### src/rtl/vibrometer_pkg.sv
// Shared constants for the vibrometer stream stages.
//   ST_IDLE / ST_RUN : velocity estimator FSM encoding
//   MAX_LOG_COUNT    : upper clamp for the window exponent
//   OVERRUN_WIDTH    : width of the saturating dropped-window counter
package vibrometer_pkg;
  localparam logic [0:0] ST_IDLE       = 1'b0;
  localparam logic [0:0] ST_RUN        = 1'b1;
  localparam int         MAX_LOG_COUNT = 16;
  localparam int         OVERRUN_WIDTH = 16;
endpackage

### src/rtl/velocity_estimator_if.sv
// AXI-Stream style handshake bundle (tvalid/tready/tdata).
// Handshake: a beat transfers on a rising edge where tvalid && tready; the
// master holds tdata stable while tvalid = 1 and tready = 0.
//   master : drives tvalid, tdata; observes tready
//   slave  : observes tvalid, tdata; drives tready
interface velocity_estimator_if #(
  parameter int WIDTH = 32
);
  logic             tvalid;
  logic             tready;
  logic [WIDTH-1:0] tdata;

  modport master (output tvalid, output tdata, input tready);
  modport slave  (input tvalid, input tdata, output tready);
endinterface

### src/rtl/axis_sync_fifo.sv
// Single-clock first-word-fall-through FIFO.
//   clk_i, rst_ni : clock, asynchronous active-low reset
//   flush_i       : synchronous clear of pointers/count
//   push_i/push_data_i : write request and data (ignored when full unless a
//                        pop happens in the same cycle)
//   pop_i         : read request (ignored when empty)
//   pop_data_o    : head entry, straight from storage registers
//   full_o/empty_o: occupancy flags
module axis_sync_fifo #(
  parameter int WIDTH = 32,
  parameter int DEPTH = 4
) (
  input  logic             clk_i,
  input  logic             rst_ni,
  input  logic             flush_i,
  input  logic             push_i,
  input  logic [WIDTH-1:0] push_data_i,
  input  logic             pop_i,
  output logic [WIDTH-1:0] pop_data_o,
  output logic             full_o,
  output logic             empty_o
);
  localparam int PW = $clog2(DEPTH);
  localparam int CW = PW + 1;

  logic [WIDTH-1:0] mem_q [DEPTH];
  logic [PW-1:0]    wr_ptr_q, rd_ptr_q;
  logic [CW-1:0]    count_q;
  logic             do_push, do_pop;

  assign empty_o    = (count_q == '0);
  assign full_o     = (count_q == CW'(DEPTH));
  assign do_pop     = pop_i && !empty_o;
  // A pop in the same cycle frees a slot, so a full FIFO can still accept.
  assign do_push    = push_i && (!full_o || do_pop);
  assign pop_data_o = mem_q[rd_ptr_q];

  always_ff @(posedge clk_i or negedge rst_ni) begin
    if (!rst_ni) begin
      wr_ptr_q <= '0;
      rd_ptr_q <= '0;
      count_q  <= '0;
      for (int i = 0; i < DEPTH; i++) mem_q[i] <= '0;
    end else if (flush_i) begin
      wr_ptr_q <= '0;
      rd_ptr_q <= '0;
      count_q  <= '0;
    end else begin
      if (do_push) begin
        mem_q[wr_ptr_q] <= push_data_i;
        wr_ptr_q        <= wr_ptr_q + PW'(1);
      end
      if (do_pop) rd_ptr_q <= rd_ptr_q + PW'(1);
      if (do_push && !do_pop)      count_q <= count_q + CW'(1);
      else if (do_pop && !do_push) count_q <= count_q - CW'(1);
    end
  end
endmodule

### src/rtl/velocity_estimator.sv
// Decimated velocity estimator: position delta over a window of 2^N
// accepted samples, buffered in a small output FIFO.
//   aclk, aresetn    : clock, asynchronous active-low reset
//   FC_enable        : 1 = run, 0 = synchronous flush to IDLE
//   FC_log_count     : window exponent (clamped to MAX_LOG_COUNT)
//   ST_overrun_count : saturating count of windows dropped on a full FIFO
//   S_AXIS (slave)   : position stream, tready tied high
//   M_AXIS (master)  : velocity stream from the FIFO head
//   dbg_state_o      : current FSM state
module velocity_estimator
  import vibrometer_pkg::*;
#(
  parameter int AXIS_TDATA_WIDTH = 32,
  parameter int FIFO_DEPTH       = 4,
  parameter int MAX_LOG_COUNT    = vibrometer_pkg::MAX_LOG_COUNT
) (
  input  logic                     aclk,
  input  logic                     aresetn,
  input  logic                     FC_enable,
  input  logic [4:0]               FC_log_count,
  output logic [OVERRUN_WIDTH-1:0] ST_overrun_count,
  velocity_estimator_if.slave      S_AXIS,
  velocity_estimator_if.master     M_AXIS,
  output logic [0:0]               dbg_state_o
);
  localparam int CW = MAX_LOG_COUNT + 1;

  logic [0:0]                  state_q, state_d;
  logic [CW-1:0]               count_q, count_d;
  logic [AXIS_TDATA_WIDTH-1:0] ref_q, ref_d;
  logic [4:0]                  log_q, log_d;
  logic [OVERRUN_WIDTH-1:0]    ovr_q, ovr_d;

  logic [4:0]                  log_clamped;
  logic [CW-1:0]               last_count;
  logic                        accept, push, pop, full, empty, drop;
  logic [AXIS_TDATA_WIDTH-1:0] velocity;

  assign S_AXIS.tready = 1'b1;
  assign accept        = S_AXIS.tvalid;
  assign log_clamped   = (FC_log_count > 5'(MAX_LOG_COUNT)) ? 5'(MAX_LOG_COUNT) : FC_log_count;
  assign last_count    = (CW'(1) << log_q) - CW'(1);
  // Modular subtraction: wrap-around of the position counter is intended.
  assign velocity      = S_AXIS.tdata - ref_q;
  assign push          = FC_enable && (state_q == ST_RUN) && accept && (count_q == last_count);
  assign pop           = M_AXIS.tvalid && M_AXIS.tready;
  assign drop          = push && full && !pop;

  always_comb begin
    state_d = state_q;
    count_d = count_q;
    ref_d   = ref_q;
    log_d   = log_q;
    ovr_d   = ovr_q;
    if (drop && (ovr_q != '1)) ovr_d = ovr_q + OVERRUN_WIDTH'(1);
    if (!FC_enable) begin
      state_d = ST_IDLE;
      count_d = '0;
    end else if (accept) begin
      if (state_q == ST_IDLE) begin
        state_d = ST_RUN;
        ref_d   = S_AXIS.tdata;
        count_d = '0;
        log_d   = log_clamped;
      end else if (push) begin
        ref_d   = S_AXIS.tdata;
        count_d = '0;
        log_d   = log_clamped;
      end else begin
        count_d = count_q + CW'(1);
      end
    end
  end

  always_ff @(posedge aclk or negedge aresetn) begin
    if (!aresetn) begin
      state_q <= ST_IDLE;
      count_q <= '0;
      ref_q   <= '0;
      log_q   <= '0;
      ovr_q   <= '0;
    end else begin
      state_q <= state_d;
      count_q <= count_d;
      ref_q   <= ref_d;
      log_q   <= log_d;
      ovr_q   <= ovr_d;
    end
  end

  axis_sync_fifo #(
    .WIDTH (AXIS_TDATA_WIDTH),
    .DEPTH (FIFO_DEPTH)
  ) u_fifo (
    .clk_i       (aclk),
    .rst_ni      (aresetn),
    .flush_i     (!FC_enable),
    .push_i      (push),
    .push_data_i (velocity),
    .pop_i       (pop),
    .pop_data_o  (M_AXIS.tdata),
    .full_o      (full),
    .empty_o     (empty)
  );

  assign M_AXIS.tvalid    = !empty;
  assign ST_overrun_count = ovr_q;
  assign dbg_state_o      = state_q;
endmodule

### src/flat_wrapper.sv
// flat-port wrapper written by rule: the top's interface ports become plain ports
module velocity_estimator_flat import vibrometer_pkg::*;
#(
  parameter int AXIS_TDATA_WIDTH = 32,
  parameter int FIFO_DEPTH       = 4,
  parameter int MAX_LOG_COUNT    = vibrometer_pkg::MAX_LOG_COUNT
)
  (aclk, aresetn, FC_enable, FC_log_count, ST_overrun_count, dbg_state_o, S_AXIS_tvalid, S_AXIS_tdata, S_AXIS_tready, M_AXIS_tvalid, M_AXIS_tdata, M_AXIS_tready);
  velocity_estimator_if #(.WIDTH(32)) S_AXIS_i ();
  velocity_estimator_if #(.WIDTH(32)) M_AXIS_i ();
  input  logic aclk;
  input  logic aresetn;
  input  logic FC_enable;
  input  logic [4:0] FC_log_count;
  output logic [OVERRUN_WIDTH-1:0] ST_overrun_count;
  output logic [0:0] dbg_state_o;
  input wire logic [$bits(S_AXIS_i.tvalid)-1:0] S_AXIS_tvalid;
  input wire logic [$bits(S_AXIS_i.tdata)-1:0] S_AXIS_tdata;
  output wire logic [$bits(S_AXIS_i.tready)-1:0] S_AXIS_tready;
  output wire logic [$bits(M_AXIS_i.tvalid)-1:0] M_AXIS_tvalid;
  output wire logic [$bits(M_AXIS_i.tdata)-1:0] M_AXIS_tdata;
  input wire logic [$bits(M_AXIS_i.tready)-1:0] M_AXIS_tready;
  assign S_AXIS_i.tvalid = S_AXIS_tvalid;
  assign S_AXIS_i.tdata = S_AXIS_tdata;
  assign S_AXIS_tready = S_AXIS_i.tready;
  assign M_AXIS_tvalid = M_AXIS_i.tvalid;
  assign M_AXIS_tdata = M_AXIS_i.tdata;
  assign M_AXIS_i.tready = M_AXIS_tready;
  velocity_estimator #(.AXIS_TDATA_WIDTH(AXIS_TDATA_WIDTH), .FIFO_DEPTH(FIFO_DEPTH), .MAX_LOG_COUNT(MAX_LOG_COUNT)) u_core (.aclk(aclk), .aresetn(aresetn), .FC_enable(FC_enable), .FC_log_count(FC_log_count), .ST_overrun_count(ST_overrun_count), .S_AXIS(S_AXIS_i), .M_AXIS(M_AXIS_i), .dbg_state_o(dbg_state_o));
endmodule
### config.mk
export PLATFORM = sky130hd
export DESIGN_NAME = velocity_estimator_flat
export DESIGN_NICKNAME = d
export VERILOG_FILES = /design/src/rtl/vibrometer_pkg.sv /design/src/rtl/velocity_estimator_if.sv /design/src/rtl/axis_sync_fifo.sv /design/src/rtl/velocity_estimator.sv /design/src/flat_wrapper.sv
export SDC_FILE = /design/constraint.sdc
export NUM_CORES = 1
export LEC_CHECK = 0
export BUFFER_PORTS_ARGS = -buffer_cell sky130_fd_sc_hd__buf_2
export CAP_MARGIN = 20
export CORE_AREA = 4 4 130 157
export CTS_CLUSTER_DIAMETER = 120
export DETAILED_ROUTE_END_ITERATION = 8
export DIE_AREA = 0 0 134 161
export GPL_TIMING_DRIVEN = 0
export PLACE_DENSITY = 0.88
export SLEW_MARGIN = 20
export SYNTH_ARGS = -nofsm -noshare
export SYNTH_HDL_FRONTEND = slang
export SYNTH_SLANG_ARGS = --single-unit
### constraint.sdc
create_clock -name aclk -period 3.76 [get_ports aclk]
set_input_delay 0.564 -clock aclk [delete_from_list [all_inputs] [get_ports aclk]]
set_output_delay 0.564 -clock aclk [all_outputs]
set_load 0.05 [all_outputs]
==> flow_summary.toml, run 1 <==
[floorplan]
rows = 55
fp.dieH_um = 161
core_area_um2 = 18800
chipWidth_um = 134
die_area_um2 = 21600
initial_utilization_pct = 60.2
io_pins = 93

[yosys]
netlist_area_um2 = 11300
synth_top_family_by_area = "multiplexers"
yosysUniqueCellTypes = 68
synthXorXnorAreaFrac_pct = 4.54
synth_fa_ha_area_share_pct = 4.56
ys_ff_latch = 206
yosysWarnings = 0
syn_area_per_cell_um2 = 11.2
synth_cells = 1007
dominantRegCellSynth = "dfrtp_1"
ys_async_sr_fraction_pct = 100
synth-compound-area-share_pct = 10.9
synth_nets = 1089
synth_simple_gate_area_share_pct = 11.7
synthMuxAreaShare_pct = 19.0
synth_edf_count = 0
yosysSeqAreaShare_pct = 45.6

[global_routing]
gr-total-overflow = 0
busiest_layer = "met2"
first_global_vias = 9039
grt_max_degree = 79
use_met1_pct = 31.9
gr-usage-met2_pct = 45.6
met3_usage_pct = 4.55
grtUsageTotal_pct = 25.9
grt_pass1_wl_mm = 45.7
antenna_found_initial = 3

[cells_and_area]
syn2layout_area_growth_pct = 14.8
layout_common_cells = "dfrtp_1, buf_2, mux2_2"
layout.cells.most_common = "dfrtp_1"
fin_area_um2 = 13000
nNetsFinal = 1208
drive_gt1_share_pct = 28.8

[worst_hold_path]
min_path_type = "in2reg"
whs_path_depth = 3

[worst_setup_path]
cp_top_family = "simple AND/OR/NAND/NOR gates"
arrival_ps = 4050
worstPathCellList = "nor4_4, nand2_2, ha_4, nor3_4, a21oi_1, o31ai_2, xor2_1, nor3_2, nand4_1, nor2_2, fa_2, and2_4, or3b_4, a21oi_2, o21a_1"
max_stage_delay_ps = 430
required_ps = 4190
path_depth = 15
cp-start-kind = "flop"
cp_max_fo = 7
crit_type = "reg2reg"
r2r_cells = 15
slowest_stage = "dfrtp_1"
cp_num_buf_inv = 0
cp-end-kind = "flop"
ff2ff_setup_slack_ps = 140

[pwr]
total_power_mw = 5.77
peakVddDrop_v = 0.000352
power_density_nw_per_um2 = 445
p_leak_nw = 6.35

[routing]
dr.pass1.iters = 5
wirelength_mm = 27.7
via_count = 8551
vias_per_cell = 6.12
wl_per_cell_um = 19.8
drc = 0
drt-initial-drc-count = 716
postRouteAntennaNets = 0

[clock_tree]
h-tree-depth = 1
clk_latency_ps = 490
clock_path_buffers = 3
clockRootBuffer = "clkbuf_16"
cts_tree = "done"
clk_transition_reported_paths_ps = 60
cts_sinks = 206
cts_buffers = 21

[sta]
slew_violations = 0
max_clock_freq_mhz = 277
fin_skew_ps = 11.0
slew_headroom_pct = 34.9
finalHoldViolCount = 0
layout_setup_ws_ps = 144
fin_crit_ps = 3620
finalCritPeriodShare_pct = 96.2
tightest_slew_ps = 977
setup_viol = 0

[placement]
placement.io_buffers = 91
detailed_place_hpwl_mm = 19.3
placed_area_um2 = 12200
pre_cts_ws_ps = -241
routabilityCongestion = 0.953

[run]
max-cap-violations = 0

[status]
outcome = "finished, final reports clean"
[power breakdown]
part	switching, mW	leakage, nW	internal, mW	total, mW
clock network	0.852	0.354	1.28	2.14
registers	0.0434	2.78	2.29	2.33
logic	0.834	3.22	0.476	1.31
total	1.73	6.35	4.05	5.77
[cells in the mapped netlist (3+ instances only)]
library cell    n  area share [%]
a21o_1         14            0.93
a21oi_1        39             1.7
a22o_1         10            0.77
a31oi_1        15            0.83
and2_1          4            0.22
and3_1         11            0.61
and4_1          5            0.39
buf_1           6            0.20
buf_2          23             1.0
clkbuf_1       17            0.56
dfrtp_1       206              46
ha_1           38             4.2
inv_1          51             1.7
mux2_1         11             1.1
mux2_2        107              11
mux2i_1        10            0.88
mux4_2         32             6.4
nand2_1        82             2.7
nand2b_1       10            0.55
nand3_1        23             1.0
nand3_4         4            0.62
nand3b_1        9            0.60
nand4_1        11            0.61
nor2_1         35             1.2
nor2b_1         7            0.39
nor3_1         15            0.66
nor4_1          4            0.22
o211a_1         4            0.35
o211ai_1        3            0.20
o21a_1          8            0.53
o21ai_0        73             3.2
o31a_1          5            0.39
o31ai_1         3            0.20
or2_2           3            0.17
or3_1          12            0.66
xnor2_1        32             2.5
xor2_1         24             1.9
[cell type report]
type | count | area (um^2)
plain buffers | 45 | 214
fillers | 1296 | 5810
inverters | 51 | 191
diodes | 1 | 2.50
well taps | 256 | 320
clock inverters | 7 | 92.6
flip-flops and latches | 206 | 5160
repair buffers | 99 | 568
multi-input cells | 702 | 5810
clock buffers | 30 | 619
[worst reg2reg max path: stages, from the launching register on]
cell     delay [ps]
dfrtp_1         430
nor4_4          360
nand2_2         110
ha_4            210
nor3_4          220
a21oi_1          90
o31ai_2         320
xor2_1          190
nor3_2          260
nand4_1         160
nor2_2          180
fa_2            230
and2_4          140
or3b_4          370
a21oi_2         130
o21a_1          140
[through the flow]
step | setup TNS, ps | std cells | utilization [%] | hold WS (ps)
floorplan | 0 | 1007 | - | 268
global placement | -249750 | 1354 | 64.3 | 458
detailed placement | -293 | 1356 | 64.7 | 475
CTS | 0 | 1396 | 68.8 | 281
global route | -21.2 | 1397 | 69.1 | 296
finish | 0 | 1397 | 69.1 | 299
[routing by layer]
layer  share of wire (%)  wire length, um
met4                 3.7             1040
met3                 5.8             1600
met2                  51            14100
met5               0.076               21
met1                  39            10900
[path summary, 6_finish.rpt]
| check | startpoint | to |
|---|---|---|
| max | u_core.log_q[4]$_DFFE_PN0P_ | u_core.u_fifo.count_q[2]$_DFFE_PN0P_ |
| min in group asynchronous | aresetn | u_core.u_fifo.mem_q[115]$_DFFE_PN0P_ |
| min | S_AXIS_tdata[6] | u_core.ref_q[6]$_DFFE_PN0P_ |
| max in group asynchronous | aresetn | u_core.log_q[2]$_DFFE_PN0P_ |
| max reg2reg | u_core.log_q[4]$_DFFE_PN0P_ | u_core.u_fifo.count_q[2]$_DFFE_PN0P_ |
| min reg2reg | u_core.u_fifo.mem_q[34]$_DFFE_PN0P_ | u_core.u_fifo.mem_q[34]$_DFFE_PN0P_ |
[state kept, by name (all words and copies together), names as in the netlist]
signal and count:
u_core.u_fifo.wr_ptr_q 2, u_core.count_q 17, u_core.ref_q 32, u_core.u_fifo.mem_q 128, u_core.dbg_state_o 1, u_core.u_fifo.count_q 3
u_core.u_fifo.rd_ptr_q 2, u_core.log_q 5, u_core.ST_overrun_count 16
[what timing repair did]
item                                   4_1_cts  5_1_grt
setup endpoints to repair                   18      130
buffers inserted                             4        1
resized for setup                           10       13
endpoints found under the hold margin       41        0
pin swaps                                    5        9
hold buffers                                 1        0
[cells by family (layout without fill, tap and decap cells)]
family / after synthesis / in the layout
and+or+nand+nor: 247 / 247
buffers and inverters: 99 / 232
xor gates and xnor gates: 57 / 57
muxes: 160 / 160
AOI/OAI and AO/OA: 197 / 197
adders and majority gates: 40 / 40
DFF: 206 / 206
other: 1 / 2
No activity file was read; power rests on OpenSTA's default activity.
==> inputs of run 2 (changes only) <==
- CELL_PAD_IN_SITES_DETAIL_PLACEMENT: unset -> 2
- CELL_PAD_IN_SITES_GLOBAL_PLACEMENT: unset -> 2
- CORE_AREA: 4 4 130 157 -> 4 4 157 189
- DIE_AREA: 0 0 134 161 -> 0 0 161 193
==> run 2 against run 1 <==
- via count rose by 1.9%
- count of clock-buffer cells in the layout rose by 4
- fmax fell by 0.85%
- sequential power about the same
- combinational power increased by 11%
==> flow_summary.toml, run 2 (same netlist as run 1, synthesis figures left out) <==
[status]
outcome = "finished, final reports clean"

[worst_hold_path]
hp-start = "S_AXIS_tdata[3]"
min_path_type = "in2reg"

[routing]
wirelength_mm = 38.3
drc = 0
postRouteAntennaNets = 0
wl_per_cell_um = 25.0
vias_per_cell = 5.69
dr.pass1.iters = 4
via_count = 8717
drt-initial-drc-count = 326

[worst_setup_path]
cp_max_fo = 8
crit_type = "reg2reg"
arrival_ps = 4110
regToRegStartpoint = "u_core.log_q[2]$_DFFE_PN0P_"
cp-end-kind = "flop"
critical_path.startpoint = "u_core.log_q[2]$_DFFE_PN0P_"
required_ps = 4230
cp-start-kind = "flop"

[sta]
setup_viol = 0
max_clock_freq_mhz = 274
layout_setup_ws_ps = 113
fin_skew_ps = 23.5
fin_hold_ws_ps = 271
slew_headroom_pct = 32.5
rsz0062_at_grt = "yes"
finalHoldViolCount = 0
finalCritPeriodShare_pct = 97.0
fin_crit_ps = 3650
tightest_slew_ps = 1010
slew_violations = 0
finalSetupTns_ps = 0

[global_routing]
first_global_vias = 10300
grtUsageTotal_pct = 24.6
grt_pass1_wl_mm = 59.8
antenna_found_initial = 0
gr-total-overflow = 0
grt_max_degree = 88

[clock_tree]
h-tree-depth = 1
cts_tree = "done"
clock_path_buffers = 3
cts_buffers = 24
clk_latency_ps = 540
cts_sinks = 206
clockRootBuffer = "clkbuf_16"
clk_transition_reported_paths_ps = 60

[pwr]
peakVddDrop_v = 0.000298
power_density_nw_per_um2 = 474
p_leak_nw = 6.49
total_power_mw = 6.34

[cells_and_area]
antenna_cells = 0
fin_area_um2 = 13400
utilization_pct = 48.1
nNetsFinal = 1218
largest_reg_flops = 128
layout_common_cells = "dfrtp_1, mux2_2, buf_2"
largestRegisters = "u_core.u_fifo.mem_q: 128 flops, u_core.ref_q: 32 flops, u_core.count_q: 17 flops"
drive_gt1_share_pct = 30.0
layout.cells.most_common = "dfrtp_1"
layoutNonFillerInstCount = 1533
regMostFlops = "u_core.u_fifo.mem_q"
syn2layout_area_growth_pct = 18.4

[placement]
pre_cts_ws_ps = -358
placement.io_buffers = 91
detailed_place_hpwl_mm = 26.3
placed_area_um2 = 12300
routabilityCongestion = 0.821
dpl.cell_count = 1479

[floorplan]
core_area_um2 = 27800
fp.dieH_um = 193
chipWidth_um = 161
initial_utilization_pct = 40.6
die_area_um2 = 31100
io_pins = 93
rows = 67

[run]
max-cap-violations = 0
[run 2: cell count changes in the layout (fill, tap and decap cells not counted), moves of 3 or more]
cell	previous run	this run
clkbuf_16	21	24
buf_4	6	18
clkbuf_1	20	16
buf_2	108	98
clkbuf_4	1	5
clkbuf_2	0	6
o21ai_1	0	3
o21ai_0	73	70
[run 2: metal layers]
layer	track usage (%)	part of all wire [%]	wire (um)
met2	48.6	55	21100
met1	26.1	37	14000
met3	3.27	3.3	1260
met4	10.8	4.8	1850
met5	0	0	0
[run 2: worst max-delay path, cell delays in order, from the launching register on]
cell and delay (ps):
dfrtp_1 370, buf_6 140, nor4_4 310, nand2_2 130, ha_4 210, xor2_1 190, or4b_4 540, nand3_2 80
nand2_1 60, nor3_2 170, nand4_1 180, nor2_2 210, fa_2 230, and2_1 140, or3b_1 340, a21oi_1 150
o21a_1 130
[run 2: worst paths after layout]
path,endpoint,cells past startpoint,slack (ps)
setup / recovery,u_core.u_fifo.count_q[2]$_DFFE_PN0P_,16,110
hold / removal,u_core.ref_q[3]$_DFFE_PN0P_,3,270
setup reg to reg,u_core.u_fifo.count_q[2]$_DFFE_PN0P_,16,110
hold reg to reg,u_core.u_fifo.mem_q[101]$_DFFE_PN0P_,1,490
max in group asynchronous,u_core.u_fifo.mem_q[33]$_DFFE_PN0P_,4,2000
min in group asynchronous,u_core.ref_q[19]$_DFFE_PN0P_,2,560
[run 2: layout make-up]
type / count / area [um^2]
clock inverter: 10 / 165
clock buffer: 34 / 688
sequential: 206 / 5160
buffer: 47 / 269
inverter: 51 / 191
tap: 379 / 474
timing repair buffer: 104 / 606
multi-input combinational: 702 / 5840
fill: 2875 / 14400
[run 2: report_power, final]
group          total, mW  switching, mW  internal, mW  leakage, nW
clock               2.56           1.01          1.55        0.421
combinational       1.46          0.978         0.486         3.29
sequential          2.32         0.0337          2.29         2.78
[run 2: timing repair]
| action | in CTS | in global routing |
|---|---|---|
| hold buffers | 1 | 0 |
| pin swaps | 7 | 9 |
| endpoints found under the setup margin | 145 | 145 |
| gates resized for setup | 14 | 45 |
| endpoints found under the hold margin | 51 | 0 |
| buffers inserted | 4 | 6 |
==> inputs of run 3 (changes only) <==
- CORE_AREA: 4 4 157 189 -> 4 4 172 174
- DIE_AREA: 0 0 161 193 -> 0 0 176 178
==> run 3 against run 2 <==
- the run now ends with negative setup slack left
- highest routed layer unchanged
- clock power grew 2%
- register-to-register slack lost 130 ps
- sequential power is essentially flat
- sequential share of layout area shrank 0.35 points
==> flow_summary.toml, run 3 (same netlist as run 1, synthesis figures left out) <==
[status]
outcome = "finished with violations"
violations = "negative setup slack"

[worst_setup_path]
cp_max_fo = 7
regToRegStartpoint = "u_core.log_q[2]$_DFFE_PN0P_"
critical_path.startpoint = "u_core.log_q[2]$_DFFE_PN0P_"
cp-start-kind = "flop"
required_ps = 4210
arrival_ps = 4230
crit_type = "reg2reg"
cp-end-kind = "flop"
r2r_cells = 17

[floorplan]
core_area_um2 = 27800
initial_utilization_pct = 40.7
io_pins = 93
die_area_um2 = 31300
chipWidth_um = 176
fp.dieH_um = 178
rows = 61

[global_routing]
gr-total-overflow = 0
antenna_found_initial = 1
grt_max_degree = 103
first_global_vias = 10300
grtUsageTotal_pct = 24.7
grt_pass1_wl_mm = 60.9

[clock_tree]
clk_latency_ps = 530
h-tree-depth = 1
clockRootBuffer = "clkbuf_16"
cts_sinks = 206
cts_buffers = 25
clk_transition_reported_paths_ps = 70
clock_path_buffers = 3
cts_tree = "done"

[placement]
pre_cts_ws_ps = -535
dpl.cell_count = 1478
placement.io_buffers = 91
detailed_place_hpwl_mm = 25.7
routabilityCongestion = 0.799

[sta]
max_clock_freq_mhz = 265
slew_violations = 0
setup_viol = 1
fin_crit_ps = 3780
finalCritPeriodShare_pct = 101
finalHoldViolCount = 0
slew_headroom_pct = 44.6
tightest_slew_ps = 831
rsz0062_at_grt = "yes"
layout_setup_ws_ps = -19.1
fin_skew_ps = 16.2
fin_hold_ws_ps = 272

[cells_and_area]
largest_reg_flops = 128
layout_common_cells = "dfrtp_1, mux2_2, buf_2"
regMostFlops = "u_core.u_fifo.mem_q"
multiInputGateArea_um2 = 5880
nNetsFinal = 1225
fillers = 2802
layoutNonFillerInstCount = 1538
utilization_pct = 48.6
layout.cells.most_common = "dfrtp_1"
syn2layout_area_growth_pct = 19.4
drive_gt1_share_pct = 31.1
largestRegisters = "u_core.u_fifo.mem_q: 128 flops, u_core.ref_q: 32 flops, u_core.count_q: 17 flops"
ff_latch_area_um2 = 5160

[routing]
via_count = 8931
vias_per_cell = 5.81
postRouteAntennaNets = 0
wirelength_mm = 39.4
drc = 0
drt-initial-drc-count = 403
dr.pass1.iters = 4
wl_per_cell_um = 25.6

[pwr]
combPwrFrac_pct = 23.6
total_power_mw = 6.46
pwr-share-seq_pct = 36.0
swShare_pct = 31.7
switchingPower_mw = 2.05
p_leak_nw = 6.55
peakVddDrop_v = 0.000286
clockPowerShare_pct = 40.4
power.internal_mw = 4.41
power_density_nw_per_um2 = 478

[worst_hold_path]
hp-start = "S_AXIS_tdata[9]"
whs_path_depth = 3
min_path_type = "in2reg"

[run]
max-cap-violations = 0
run 3: cell count changes in the layout (fill, tap and decap cells not counted), sizes merged:
cell / delta
buf: +1
clkbuf: +4
clkinv: -4
clkinvlp: +3
diode: +1
inv: +1
run 3: path summary, 6_finish.rpt:
check | slack [ps] | endpoint
min | 270 | u_core.ref_q[9]$_DFFE_PN0P_
min reg2reg | 490 | u_core.u_fifo.mem_q[1]$_DFFE_PN0P_
max reg2reg | -20 | u_core.u_fifo.count_q[2]$_DFFE_PN0P_
min in group asynchronous | 480 | u_core.log_q[4]$_DFFE_PN0P_
max | -20 | u_core.u_fifo.count_q[2]$_DFFE_PN0P_
max in group asynchronous | 2070 | u_core.u_fifo.mem_q[24]$_DFFE_PN0P_
run 3: routing by layer:
metal | track usage (%) | share of wire [%]
met5 | 0 | 0
met4 | 9.23 | 3.7
met3 | 3.18 | 3.1
met2 | 44.8 | 52
met1 | 30.3 | 41
run 3: cell type report:
type	instances	area share (%)
multi-input combinational	702	43.5
sequential	206	38.2
clock buffer	33	5.30
timing repair buffer	110	4.82
tap	378	3.50
buffer	47	2.07
inverter	51	1.42
clock inverter	10	1.19
antenna	1	0.0185
run 3: critical path: stages (launching register included):
cell,delay [ps]
dfrtp_1,380
buf_6,140
nor4_4,330
nand2_2,130
ha_4,220
buf_8,140
buf_4,150
a22o_1,200
a22oi_1,210
xnor2_1,150
nor2_1,210
nand4_1,200
nor2_2,210
fa_2,250
and2_4,150
or3b_4,370
a21oi_2,150
o21a_1,120
run 3: stage by stage:
| step | setup TNS [ps] | area (um^2) |
|---|---|---|
| 2_1_floorplan | 0 | 11300 |
| 3_3_place_gp | -306650 | 12200 |
| 3_5_place_dp | -27440 | 12300 |
| 4_1_cts | -66.7 | 13300 |
| 5_1_grt | -311 | 13500 |
| 6_report | -19.1 | 13500 |
run 3: power groups by stage:
| stage | sequential (mW) | combinational [mW] | clock [mW] |
|---|---|---|---|
| 2_1_floorplan | 2.35 | 0.874 | 0 |
| 3_3_place_gp | 2.35 | 1.23 | 0 |
| 3_5_place_dp | 2.36 | 1.33 | 0 |
| 4_1_cts | 2.32 | 1.45 | 2.66 |
| 5_1_grt | 2.33 | 1.65 | 2.76 |
| 6_report | 2.32 | 1.53 | 2.61 |
run 3: repair_timing:
action                                 4_1_cts  5_1_grt
endpoints found under the hold margin       25        0
hold buffers                                 1        0
pin swaps                                   10       17
setup endpoints to repair                  174      194
gates resized for setup                     28       37
setup buffers                                4       12
